<file path="src/rtl/rf_access_sequencer_pkg.sv">
// Shared widths and FSM encodings for the register-file access sequencer.
package rf_access_sequencer_pkg;

   localparam int RF_DATA_WIDTH = 32;
   localparam int RF_ADDR_WIDTH = 5;

   typedef enum logic [2:0] {
      ST_IDLE       = 3'd0,
      ST_RD_ISSUE   = 3'd1,
      ST_RD_CAPTURE = 3'd2,
      ST_RSP        = 3'd3,
      ST_WR_ISSUE   = 3'd4
   } seq_state_e;

endpackage

</file>
<file path="src/rtl/rf_access_sequencer.sv">
// Initiator for the 32x32 dual-read register file: sequences one read or write per
// request onto the RF pins and returns read data through a held valid/ready response.
module rf_access_sequencer
   import rf_access_sequencer_pkg::*;
#(
   parameter int DATA_WIDTH = RF_DATA_WIDTH,
   parameter int ADDR_WIDTH = RF_ADDR_WIDTH,
   parameter bit PROTECT_R0 = 1'b1
) (
   input  logic                  CLK,
   input  logic                  RST,
   input  logic                  REQ_VALID,
   output logic                  REQ_READY,
   input  logic                  REQ_WR,
   input  logic [ADDR_WIDTH-1:0] REQ_ADDR_A,
   input  logic [ADDR_WIDTH-1:0] REQ_ADDR_B,
   input  logic [DATA_WIDTH-1:0] REQ_WDATA,
   output logic                  RSP_VALID,
   input  logic                  RSP_READY,
   output logic [DATA_WIDTH-1:0] RSP_DATA_A,
   output logic [DATA_WIDTH-1:0] RSP_DATA_B,
   output logic                  WR_DONE,
   output logic                  RF_READ,
   output logic                  RF_WRITE,
   output logic [ADDR_WIDTH-1:0] RF_ADDR_R1,
   output logic [ADDR_WIDTH-1:0] RF_ADDR_R2,
   output logic [ADDR_WIDTH-1:0] RF_ADDR_W,
   output logic [DATA_WIDTH-1:0] RF_DATA_W,
   input  logic [DATA_WIDTH-1:0] RF_DATA_R1,
   input  logic [DATA_WIDTH-1:0] RF_DATA_R2,
   output logic [2:0]            DBG_STATE
);

   // Handshakes: a request transfers on an edge where REQ_VALID && REQ_READY;
   // a response transfers on an edge where RSP_VALID && RSP_READY. RSP_VALID and
   // RSP_DATA_* hold steady until that edge.

   seq_state_e            state_q, state_d;
   logic [ADDR_WIDTH-1:0] addr_a_q, addr_a_d;
   logic [ADDR_WIDTH-1:0] addr_b_q, addr_b_d;
   logic [DATA_WIDTH-1:0] wdata_q, wdata_d;
   logic [DATA_WIDTH-1:0] rsp_a_q, rsp_a_d;
   logic [DATA_WIDTH-1:0] rsp_b_q, rsp_b_d;
   logic                  wr_done_q, wr_done_d;

   logic                  a_is_r0;
   logic                  b_is_r0;

   assign a_is_r0 = PROTECT_R0 && (addr_a_q == '0);
   assign b_is_r0 = PROTECT_R0 && (addr_b_q == '0);

   always_comb begin
      state_d   = state_q;
      addr_a_d  = addr_a_q;
      addr_b_d  = addr_b_q;
      wdata_d   = wdata_q;
      rsp_a_d   = rsp_a_q;
      rsp_b_d   = rsp_b_q;
      wr_done_d = 1'b0;
      case (state_q)
         ST_IDLE: begin
            if (REQ_VALID) begin
               addr_a_d = REQ_ADDR_A;
               addr_b_d = REQ_ADDR_B;
               wdata_d  = REQ_WDATA;
               state_d  = REQ_WR ? ST_WR_ISSUE : ST_RD_ISSUE;
            end
         end
         ST_RD_ISSUE:   state_d = ST_RD_CAPTURE;
         ST_RD_CAPTURE: begin
            // RF drives read data during this cycle; r0 lanes are forced to zero.
            rsp_a_d = a_is_r0 ? '0 : RF_DATA_R1;
            rsp_b_d = b_is_r0 ? '0 : RF_DATA_R2;
            state_d = ST_RSP;
         end
         ST_RSP: begin
            if (RSP_READY) state_d = ST_IDLE;
         end
         ST_WR_ISSUE: begin
            wr_done_d = 1'b1;
            state_d   = ST_IDLE;
         end
         default: state_d = ST_IDLE;
      endcase
   end

   always_ff @(posedge CLK or negedge RST) begin
      if (!RST) begin
         state_q   <= ST_IDLE;
         addr_a_q  <= '0;
         addr_b_q  <= '0;
         wdata_q   <= '0;
         rsp_a_q   <= '0;
         rsp_b_q   <= '0;
         wr_done_q <= 1'b0;
      end else begin
         state_q   <= state_d;
         addr_a_q  <= addr_a_d;
         addr_b_q  <= addr_b_d;
         wdata_q   <= wdata_d;
         rsp_a_q   <= rsp_a_d;
         rsp_b_q   <= rsp_b_d;
         wr_done_q <= wr_done_d;
      end
   end

   // RF control pins decode straight from state, so READ and WRITE are mutually exclusive.
   assign REQ_READY  = (state_q == ST_IDLE);
   assign RF_READ    = (state_q == ST_RD_ISSUE) || (state_q == ST_RD_CAPTURE);
   assign RF_WRITE   = (state_q == ST_WR_ISSUE) && !a_is_r0;
   assign RF_ADDR_R1 = addr_a_q;
   assign RF_ADDR_R2 = addr_b_q;
   assign RF_ADDR_W  = addr_a_q;
   assign RF_DATA_W  = wdata_q;
   assign RSP_VALID  = (state_q == ST_RSP);
   assign RSP_DATA_A = rsp_a_q;
   assign RSP_DATA_B = rsp_b_q;
   assign WR_DONE    = wr_done_q;
   assign DBG_STATE  = state_q;

endmodule

</file>
<file path="config.mk">
export PLATFORM = sky130hd
export DESIGN_NAME = rf_access_sequencer
export DESIGN_NICKNAME = d
export VERILOG_FILES = /design/src/rtl/rf_access_sequencer_pkg.sv /design/src/rtl/rf_access_sequencer.sv
export SDC_FILE = /design/constraint.sdc
export NUM_CORES = 1
export LEC_CHECK = 0
export CORE_ASPECT_RATIO = 0.5
export CORE_UTILIZATION = 28
export DETAILED_ROUTE_END_ITERATION = 8
export HOLD_SLACK_MARGIN = 0.08
export PLACE_DENSITY = 0.66
export SLEW_MARGIN = 20
export SYNTH_ARGS = -nofsm -noshare
export SYNTH_HDL_FRONTEND = slang
export SYNTH_SLANG_ARGS = --single-unit
</file>
<file path="constraint.sdc">
create_clock -name CLK -period 4.68 [get_ports CLK]
set_input_delay 0.468 -clock CLK [delete_from_list [all_inputs] [get_ports CLK]]
set_output_delay 0.468 -clock CLK [all_outputs]
set_load 0.05 [all_outputs]
</file>
# After elaboration in Yosys (flattened, before gate mapping)
# Index checks and enable logic that the tools add are counted.
dict set report totals {
  n_memories 0
  input_bits 111
  latch_bits 0
  ram_bits 0
  ff_bits 110
  romBits 0
  output_inout_bits 119
  elab_cells 28
}
dict set report op_classes {
  n_mux 7
  div_mod_pow 0
  mul 0
  n_addsub 0
  order_cmp 0
  bitwise_logic 0
  n_shift 0
  eq_ne 6
  n_reduce_logical 8
}
# operator n
set ops {}
lappend ops {{two-way mux 32 bit} 2}
lappend ops {{case mux 3 bit (4 select lines)} 1}
lappend ops {{logical NOT 5 bit} 2}
lappend ops {{two-way mux 3 bit} 3}
lappend ops {{== test 3 x 2 -> 1 bit (second input constant)} 2}
lappend ops {{AND reduction 2 bit} 2}
lappend ops {{== test 3 x 1 -> 1 bit (second input constant)} 1}
lappend ops {{== test 3 bit (second input constant)} 1}
lappend ops {{logical NOT 3 bit} 1}
lappend ops {{!= test 2 x 1 -> 1 bit (second input constant)} 1}
lappend ops {{!= test 2 bit (second input constant)} 1}
lappend ops {{logical AND 1 bit} 1}
lappend ops {{logical NOT 1 bit} 1}
lappend ops {{logical OR 1 bit} 1}
lappend ops {{two-way mux 1 bit} 1}

# Logic depth before layout (Yosys ltp)
# Gate-level depths: netlist of run 1.
dict set report depth {
  ltp_word 3
  depth_mapped 6
  mapped_depth_nobuf 3
}

# Worst setup path after synthesis of run 1
# OpenSTA, ideal clock, no wires.
dict set report synth_path {
  kind {reg2reg}
  start {reg state_q[0], in the netlist DBG_STATE[0]}
  end {reg addr_a_q[0], in the netlist RF_ADDR_R1[0]}
  path_buffers 3
  period_less_slack_ns 2.424
  setup_ns 0.125
  path_slack_ns 2.256
  t_required_ns 4.555
  t_arrival_ns 2.299
  path_stages_with_launch 7
  path_cell_list {dfrtp_1 buf_6 nor3_2 and2_4 buf_12 buf_12 mux2_4}
}
dict set report synth_between {
  elab_chain_cells 2
}
# element line_no
set synth_rtl {}
lappend synth_rtl {{start: declaration} rf_access_sequencer.sv:38} ;# seq_state_e state_q, state_d;
lappend synth_rtl {{start signal: assignment} rf_access_sequencer.sv:97} ;# state_q <= state_d;
lappend synth_rtl {{logical NOT 3 bit} -}
lappend synth_rtl {{named net REQ_READY} rf_access_sequencer.sv:13} ;# output logic REQ_READY,
lappend synth_rtl {{AND reduction 2 bit (no line)} -}
lappend synth_rtl {{end signal: assignment} rf_access_sequencer.sv:98} ;# addr_a_q <= addr_a_d;
lappend synth_rtl {{end: declaration} rf_access_sequencer.sv:39} ;# logic [ADDR_WIDTH-1:0] addr_a_q, addr_a_d;
# The timed path passes the listed nets, and every way through them passes these cells.
# A chain may end at the register's enable or synchronous reset.

# Worst setup path after layout of run 1
dict set report layout_path {
  start {reg addr_a_q[0], in the netlist RF_ADDR_R1[0]}
  end {out RF_WRITE}
}
dict set report layout_between {
  elab_chain_cells 3
}
# element line_no
set layout_rtl {}
lappend layout_rtl {{logical NOT 5 bit} rf_access_sequencer.sv:49} ;# assign a_is_r0 = PROTECT_R0 && (addr_a_q == '0);
lappend layout_rtl {{logical NOT 1 bit} rf_access_sequencer.sv:110} ;# assign RF_WRITE = (state_q == ST_WR_ISSUE) && !a_is_r0;
lappend layout_rtl {{logical AND 1 bit} rf_access_sequencer.sv:110}
lappend layout_rtl {{end: declaration} rf_access_sequencer.sv:24} ;# output logic RF_WRITE,
# No other way between the ends.

==> results.toml, run 1 <==
[global_route]
grt_pass1_vias = 3484
overflow = 0
grt_max_degree = 78
grt_usage_pct = 14.88
antenna_found_initial = 0
grt_pass1_wl_um = 19540

[sta]
tns_ps = 0
clock-skew-final_ps = 8.799
tightestPinTransition_ps = 831.7
hold_violations = 0
rsz0062_at_grt = "no"
timing.fmax_mhz = 300.7
setup_viol_count_final = 0
fin_crit_sh_pct = 71.06
slew_violations = 0
maxSlewHeadroom_pct = 44.42
finalCriticalPeriod_ps = 3326

[route]
routed_wirelength_um = 12640
vias = 3377
wl_per_cell_um = 16.41
drtPass1Iterations = 5
viasPerCell = 4.386
drcViolationCount = 0
ant_nets = 0
dr.first_iter.drc_count = 168

[layout]
finalNonFillerCells = 770
area_delta_synth_final_pct = 56.50
final_layout_size_suffix_gt1_share_pct = 11.84
fill_cells = 1449
antenna_cells = 0
multiInputGateArea_um2 = 1574
design_area_um2 = 7202
final_core_util_pct = 45.77
seq_area_um2 = 2753
nets = 657

[clock_network]
clock_latency_ps = 340
clock_path_buffers = 2
clkTransAtPathRegs_ps = 70
hold_buffers = 0
root_buffer = "clkbuf_16"
cts_made_buffers = 9
tritoncts = "built"
htreeDepth = 3
cts_resized = 0
cts_setup_buffers = 0
cts_sinks = 110

[synthesis]
yosys_warnings = 0
ys.flop_type = "dfrtp_1"
syn_area_um2 = 4602
synth_edf_count = 0
syn-mean-instance-area_um2 = 13.82
syn_nets = 444
synth_cells = 333
async_reset_ff_share_pct = 100.0
ys_seq_area_share_pct = 59.82
synth_seq_cells = 110
synth_cell_types = 24

[die]
core_area_um2 = 15740
dieArea_um2 = 16980
start_util_pct = 29.25
ios = 230
rows = 32
die_w_um = 183.3
die_h_um = 92.65

[setup_path]
crit_fanout = 33
worst-path-buf-inv = 1
r2r_cells = 3
arrival_ps = 2860
reg2reg_from = "DBG_STATE[2]"
cp_cell_sequence = "or4_1 > nor2_4 > nor2b_1 > clkdlybuf4s50_1"
cp-end-kind = "primary output"
cp.required_ps = 4210
max_stage_delay_ps = 760
path_class = "reg -> out"
crit_path_top_delay_cell = "clkdlybuf4s50_1"
critPathLaunchType = "register"
reg2reg_to = "RF_DATA_W[23]"
reg2reg_slack_ps = 2690
crit_family = "simple AND/OR/NAND/NOR gates"

[placed_design]
postPlaceCellArea_um2 = 6927
numPortBuffers = 229
gp_congestion = 0.7728
placed_cells = 756
place_hpwl_um = 9013

[worst_hold_path]
hold_class = "in -> async"

[run]
max_cap_violations = 0

[outcome]
status = "finished clean"
==> layout by cell type, fill, tap and decap left out <==
cell type        synthesis  layout
nor3_2                   1       1
buf_4                    8       4
buf_6                    4       1
a21oi_1                  1       1
nand2_1                 67      66
mux2_2                   2       2
or4_1                    2       2
nor2b_1                  2       2
clkbuf_1                 4       3
clkdlybuf4s50_1          0     228
nor3b_2                  0       1
o2bb2ai_1               64      64
a21o_1                   1       1
bufinv_16                0       1
nand2_2                  0       1
xnor2_1                  1       1
nor3b_1                  2       1
inv_1                    1       1
and2_4                   1       1
mux2_4                  40      40
and3_2                   1       1
clkinv_2                 0       1
clkbuf_16                0       9
nor2_4                   2       2
dfrtp_1                110     110
nor2_1                   3       3
o21bai_1                 1       1
==> cell families after synthesis <==
group                     share of synthesized area [%]
AOI/OAI and AO/OA                                 12.62
xor gates and xnor gates                         0.1904
buffers and inverters                             6.144
DFF                                               59.82
muxes                                             13.54
and+or+nand+nor                                   7.694
==> synthesized netlist by cell type, types with 2 or more instances <==
library cell    n  share of area [%]
nor2_4          2               0.49
or4_1           2               0.33
o2bb2ai_1      64                 12
dfrtp_1       110                 60
nand2_1        67                5.5
nor2_1          3               0.24
buf_6           4               0.98
buf_4           8                1.3
nor3b_1         2               0.33
buf_12          5                2.2
nor2b_1         2               0.27
mux2_4         40                 13
mux2_2          2               0.49
buf_2           9               0.98
clkbuf_1        4               0.33
==> metrics by stage <==
step | setup slack (ps) | hold WS, ps
after floorplan | 2256 | 172.4
after global placement | 1714 | 471.9
after detailed placement | 1706 | 472.9
after CTS | 1324 | 334.7
after global routing | 1224 | 217.6
final | 1354 | 162.3
==> worst max path at each step <==
stage                             start            end  slack, ps  cells past startpoint
after floorplan            DBG_STATE[0]  RF_ADDR_R1[0]       2260                      6
after CTS                 RF_ADDR_R1[0]       RF_WRITE       1320                      4
after detailed placement  RF_ADDR_R1[0]       RF_WRITE       1710                      4
after global routing      RF_ADDR_R1[0]       RF_WRITE       1220                      4
after global placement    RF_ADDR_R1[0]       RF_WRITE       1710                      4
final                     RF_ADDR_R1[0]       RF_WRITE       1350                      4
==> state kept, by name, indices dropped and copies added (netlist names) <==
name / flops
RSP_DATA_A: 32
RF_ADDR_R2: 5
RF_ADDR_R1: 5
RF_DATA_W: 32
RSP_DATA_B: 32
WR_DONE: 1
DBG_STATE: 3
==> metal layers <==
metal	vias up	global-route usage, %	wire length, um
li1	1586	-	-
met1	1683	17.91	5198
met2	88	25.92	6558
met3	20	4.090	625
met4	0	4.722	252
met5	-	0	0
==> final cells by class <==
| cell class | count | area share, % |
|---|---|---|
| timing repair buffer | 233 | 32.26 |
| clock buffer | 12 | 3.284 |
| sequential | 110 | 38.22 |
| multi-input combinational | 191 | 21.86 |
| clock inverter | 2 | 0.4864 |
| inverter | 1 | 0.05212 |
| tap | 221 | 3.839 |
Power of run 1 is not shown: default switching activity piles up to over one toggle a cycle in this logic, so the estimate is an artifact.
==> run 2: changes to the inputs <==
==> constraint.sdc (replaced) <==
create_clock -name CLK -period 3.4 [get_ports CLK]
set_input_delay 0.34 -clock CLK [delete_from_list [all_inputs] [get_ports CLK]]
set_output_delay 0.34 -clock CLK [all_outputs]
set_load 0.05 [all_outputs]
==> run 2 against run 1 <==
Hold slack worse by 49 ps. Final area up 0.66%. Sequential share of layout area fell by 0.25 points. Global-route usage is 0.24 points lower. Core utilization grew 0.30 points.
==> results.toml, run 2 (synthesized netlist as in run 1, its figures left out) <==
[sta]
layout_setup_ws_ps = 838.1
tns_ps = 0
slew_violations = 0
rsz0062_at_grt = "no"
fin_crit_sh_pct = 75.35
timing.fmax_mhz = 390.3
clock-skew-final_ps = 8.036
tightestPinTransition_ps = 923.3
finalCriticalPeriod_ps = 2562
maxSlewHeadroom_pct = 38.45
setup_viol_count_final = 0
hold_violations = 0

[placed_design]
place_hpwl_um = 8639
gp_congestion = 0.7846
numPortBuffers = 229
dp_slack_ps = 1163

[setup_path]
cp.required_ps = 3060
path_class = "reg -> out"
cp-end-kind = "primary output"
crit_fanout = 4
critPathLaunchType = "register"
arrival_ps = 2220

[clock_network]
root_buffer = "clkbuf_16"
hold_buffers = 0
htreeDepth = 3
clock_path_buffers = 2
clkTransAtPathRegs_ps = 80
cts_sinks = 110
tritoncts = "built"
clock_latency_ps = 340
cts_made_buffers = 9
cts_resized = 0
cts_setup_buffers = 0

[global_route]
overflow = 0
grt_usage_pct = 14.65
grt_pass1_wl_um = 19190
grt_pass1_vias = 3436
grt_max_degree = 71
antenna_found_initial = 0

[run]
max_cap_violations = 0

[die]
die_h_um = 92.65
dieArea_um2 = 16980
ios = 230
die_w_um = 183.3
core_area_um2 = 15740
start_util_pct = 29.25
rows = 32

[route]
drtPass1Iterations = 4
ant_nets = 0
drcViolationCount = 0
routed_wirelength_um = 12320
vias = 3320
viasPerCell = 4.301
dr.first_iter.drc_count = 128
wl_per_cell_um = 15.96

[layout]
final_layout_size_suffix_gt1_share_pct = 12.70
area_delta_synth_final_pct = 57.53
antenna_cells = 0
final_common_cell = "clkdlybuf4s50_1"
nets = 657
final_cell_mix = "228 x clkdlybuf4s50_1, 110 x dfrtp_1, 66 x nand2_1"
fill_cells = 1447

[worst_hold_path]
hold_class = "in -> async"

[outcome]
status = "finished clean"
[run 2: cell types whose count changed in the layout (fill, tap and decap cells not counted)]
cell / change
clkbuf_1: -3
clkbuf_8: +1
clkinv_2: -1
clkinvlp_4: +2
buf_12: +1
buf_6: -1
clkinv_4: +3
[run 2: final cells by class]
type / instances / area [um^2] / area share (%)
timing repair buffer: 233 / 2332 / 32.17
sequential: 110 / 2753 / 37.97
inverter: 1 / 3.754 / 0.05178
clock buffer: 10 / 239.0 / 3.297
multi-input combinational: 191 / 1574 / 21.71
clock inverter: 6 / 71.32 / 0.9838
tap: 221 / 276.5 / 3.814
[run 2: layer usage]
layer	global-route usage [%]	part of all wire, %	vias up
li1	-	-	1588
met1	17.85	43	1642
met2	25.60	51	77
met3	3.460	4.4	13
met4	4.792	1.8	0
met5	0	0	-
[run 2: stage by stage]
step	instances	area, um^2	hold slack [ps]	util [%]
4_1_cts	772	7249	161.3	46.07
5_1_grt	772	7249	186.7	46.07
3_3_place_gp	756	6939	471.8	44.10
6_report	772	7249	113.2	46.07
2_1_floorplan	333	4602	44.41	-
3_5_place_dp	756	6939	475.8	44.10
[run 2: worst paths after layout]
check	from	to	slack [ps]	cells after the start
max	RF_ADDR_R1[0]	RF_WRITE	840	4
min	RST	RF_DATA_W[17]	110	1
max reg2reg	DBG_STATE[2]	RF_DATA_W[23]	1410	3
min reg2reg	RSP_DATA_B[22]	RSP_DATA_B[22]	490	1
max in group asynchronous	RST	RSP_DATA_A[28]	2520	2
min in group CLK	RSP_DATA_B[22]	RSP_DATA_B[22]	490	1
[run 2: worst max-delay path, cell delays in order, from the launching register on]
cell	delay (ps)
dfrtp_1	400
or4_1	580
nor2_4	130
nor2b_1	60
clkdlybuf4s50_1	720
Power of run 2 is left out for the same reason.
==> run 3: changes to the inputs <==
--- a/config.mk
+++ b/config.mk
@@ -9,7 +9,7 @@
 export CORE_UTILIZATION = 28
 export DETAILED_ROUTE_END_ITERATION = 8
 export HOLD_SLACK_MARGIN = 0.08
-export PLACE_DENSITY = 0.66
+export PLACE_DENSITY = 0.69
 export SLEW_MARGIN = 20
 export SYNTH_ARGS = -nofsm -noshare
 export SYNTH_HDL_FRONTEND = slang
==> constraint.sdc (replaced) <==
create_clock -name CLK -period 2.3 [get_ports CLK]
set_input_delay 0.23 -clock CLK [delete_from_list [all_inputs] [get_ports CLK]]
set_output_delay 0.23 -clock CLK [all_outputs]
set_load 0.05 [all_outputs]
==> run 3 against run 2 <==
Die area did not move. Wire length rose by 3.0%. Worst setup slack got worse by 730 ps. Largest cell class unchanged.
==> results.toml, run 3 (synthesized netlist as in run 1, its figures left out) <==
[die]
start_util_pct = 29.25
die_w_um = 183.3
ios = 230
rows = 32
die_h_um = 92.65
core_area_um2 = 15740
dieArea_um2 = 16980

[layout]
final_core_util_pct = 46.72
final_cell_mix = "226 x clkdlybuf4s50_1, 110 x dfrtp_1, 66 x nand2_1"
antenna_cells = 0
final_common_cell = "clkdlybuf4s50_1"
nets = 663
area_delta_synth_final_pct = 59.76
design_area_um2 = 7352
final_layout_size_suffix_gt1_share_pct = 13.64

[sta]
fin_crit_sh_pct = 95.46
maxSlewHeadroom_pct = 54.08
rsz0062_at_grt = "no"
tns_ps = 0
finalCriticalPeriod_ps = 2196
timing.fmax_mhz = 455.5
setup_viol_count_final = 0
hold_violations = 0
clock-skew-final_ps = 7.782
tightestPinTransition_ps = 688.7
slew_violations = 0

[setup_path]
max_stage_delay_ps = 840
arrival_ps = 1970
crit_fanout = 9
crit_path_top_delay_cell = "clkdlybuf4s50_1"
cp_cell_sequence = "nand2_1 > nor2_1 > clkdlybuf4s50_1"
cp.required_ps = 2070
path_class = "reg -> out"
critPathLaunchType = "register"
cp-end-kind = "primary output"

[clock_network]
clock_path_buffers = 2
tritoncts = "built"
cts_made_buffers = 9
clock_latency_ps = 350
htreeDepth = 3
root_buffer = "clkbuf_16"
cts_sinks = 110
cts_setup_buffers = 0
clkTransAtPathRegs_ps = 80

[outcome]
status = "finished clean"

[run]
max_cap_violations = 0

[placed_design]
place_hpwl_um = 9012
postPlaceCellArea_um2 = 7030
gp_congestion = 0.8042
numPortBuffers = 229

[route]
dr.first_iter.drc_count = 169
drcViolationCount = 0
drtPass1Iterations = 4
routed_wirelength_um = 12690
viasPerCell = 4.330
vias = 3369
wl_per_cell_um = 16.31
ant_nets = 0

[global_route]
overflow = 0
grt_usage_pct = 15.07
grt_pass1_vias = 3400
grt_pass1_wl_um = 19460
antenna_found_initial = 0
grt_max_degree = 65

[power_and_ir_drop]
p_leak_nw = 3.016
vdd_drop_max_v = 0.001019
p_per_area_nw_per_um2 = 1822

[worst_hold_path]
hold_class = "in -> reg"
[run 3: cell types whose count changed in the layout (fill, tap and decap cells not counted), moves of 2 or more]
cell,before,now
buf_12,1,5
buf_4,4,6
clkdlybuf4s50_1,228,226
clkinv_4,3,1
[run 3: metrics by stage]
step	std cells	hold WS, ps	worst slack [ps]	power (mW)
3_3_place_gp	761	315.6	464.5	11.75
5_1_grt	778	418.5	17.23	13.98
6_report	778	416.6	104.4	13.39
3_5_place_dp	761	311.5	451.9	11.85
2_1_floorplan	333	-65.59	123.0	9.181
4_1_cts	778	407.9	72.65	13.52
[run 3: where the power goes]
part           switching [mW]  internal (mW)  leakage (nW)  total, mW
registers               0.603           2.89          1.35       3.49
clock network           0.741          0.881         0.141       1.62
logic                    5.20           3.08          1.53       8.28
total                    6.54           6.85          3.02       13.4
[run 3: layout make-up]
| cell class | count | area, um^2 |
|---|---|---|
| fillers | 1420 | 8383 |
| flip-flops and latches | 110 | 2753 |
| repair buffers | 239 | 2430 |
| multi-input cells | 191 | 1580 |
| well taps | 221 | 276.5 |
| clock buffers | 10 | 239.0 |
| clock inverters | 6 | 70.07 |
| inverters | 1 | 3.754 |
[run 3: worst paths after layout]
check | start | endpoint | slack (ps) | depth (start not counted)
worst max register to register | DBG_STATE[2] | RF_DATA_W[23] | 510 | 4
worst min register to register | RSP_DATA_A[27] | RSP_DATA_A[27] | 490 | 1
min in group asynchronous | RST | RSP_DATA_B[10] | 450 | 2
worst max-delay path | DBG_STATE[1] | RSP_VALID | 100 | 3
worst min-delay path | RF_DATA_R2[30] | RSP_DATA_B[30] | 420 | 3
max in group asynchronous | RST | RF_DATA_W[12] | 1120 | 3
[run 3: routing by layer]
metal | vias up | track usage [%] | share of wire, %
met2 | 77 | 27.38 | 54
met4 | 0 | 3.958 | 1.3
li1 | 1606 | - | -
met5 | - | 0 | 0
met1 | 1674 | 17.90 | 42
met3 | 12 | 3.578 | 3.1
[run 3: timing repair]
action                     4_1_cts  5_1_grt
hold endpoints to repair        47        0
hold buffers                     1        0
resized for setup                0        1
setup endpoints to repair        0        1
[run 3: critical path: cells and delay by family (launching register included)]
kind	cells	cell delay, ps
buf+inv	1	840
flops	1	540
simple gates	2	240
No activity file was read; power rests on OpenSTA's default activity.
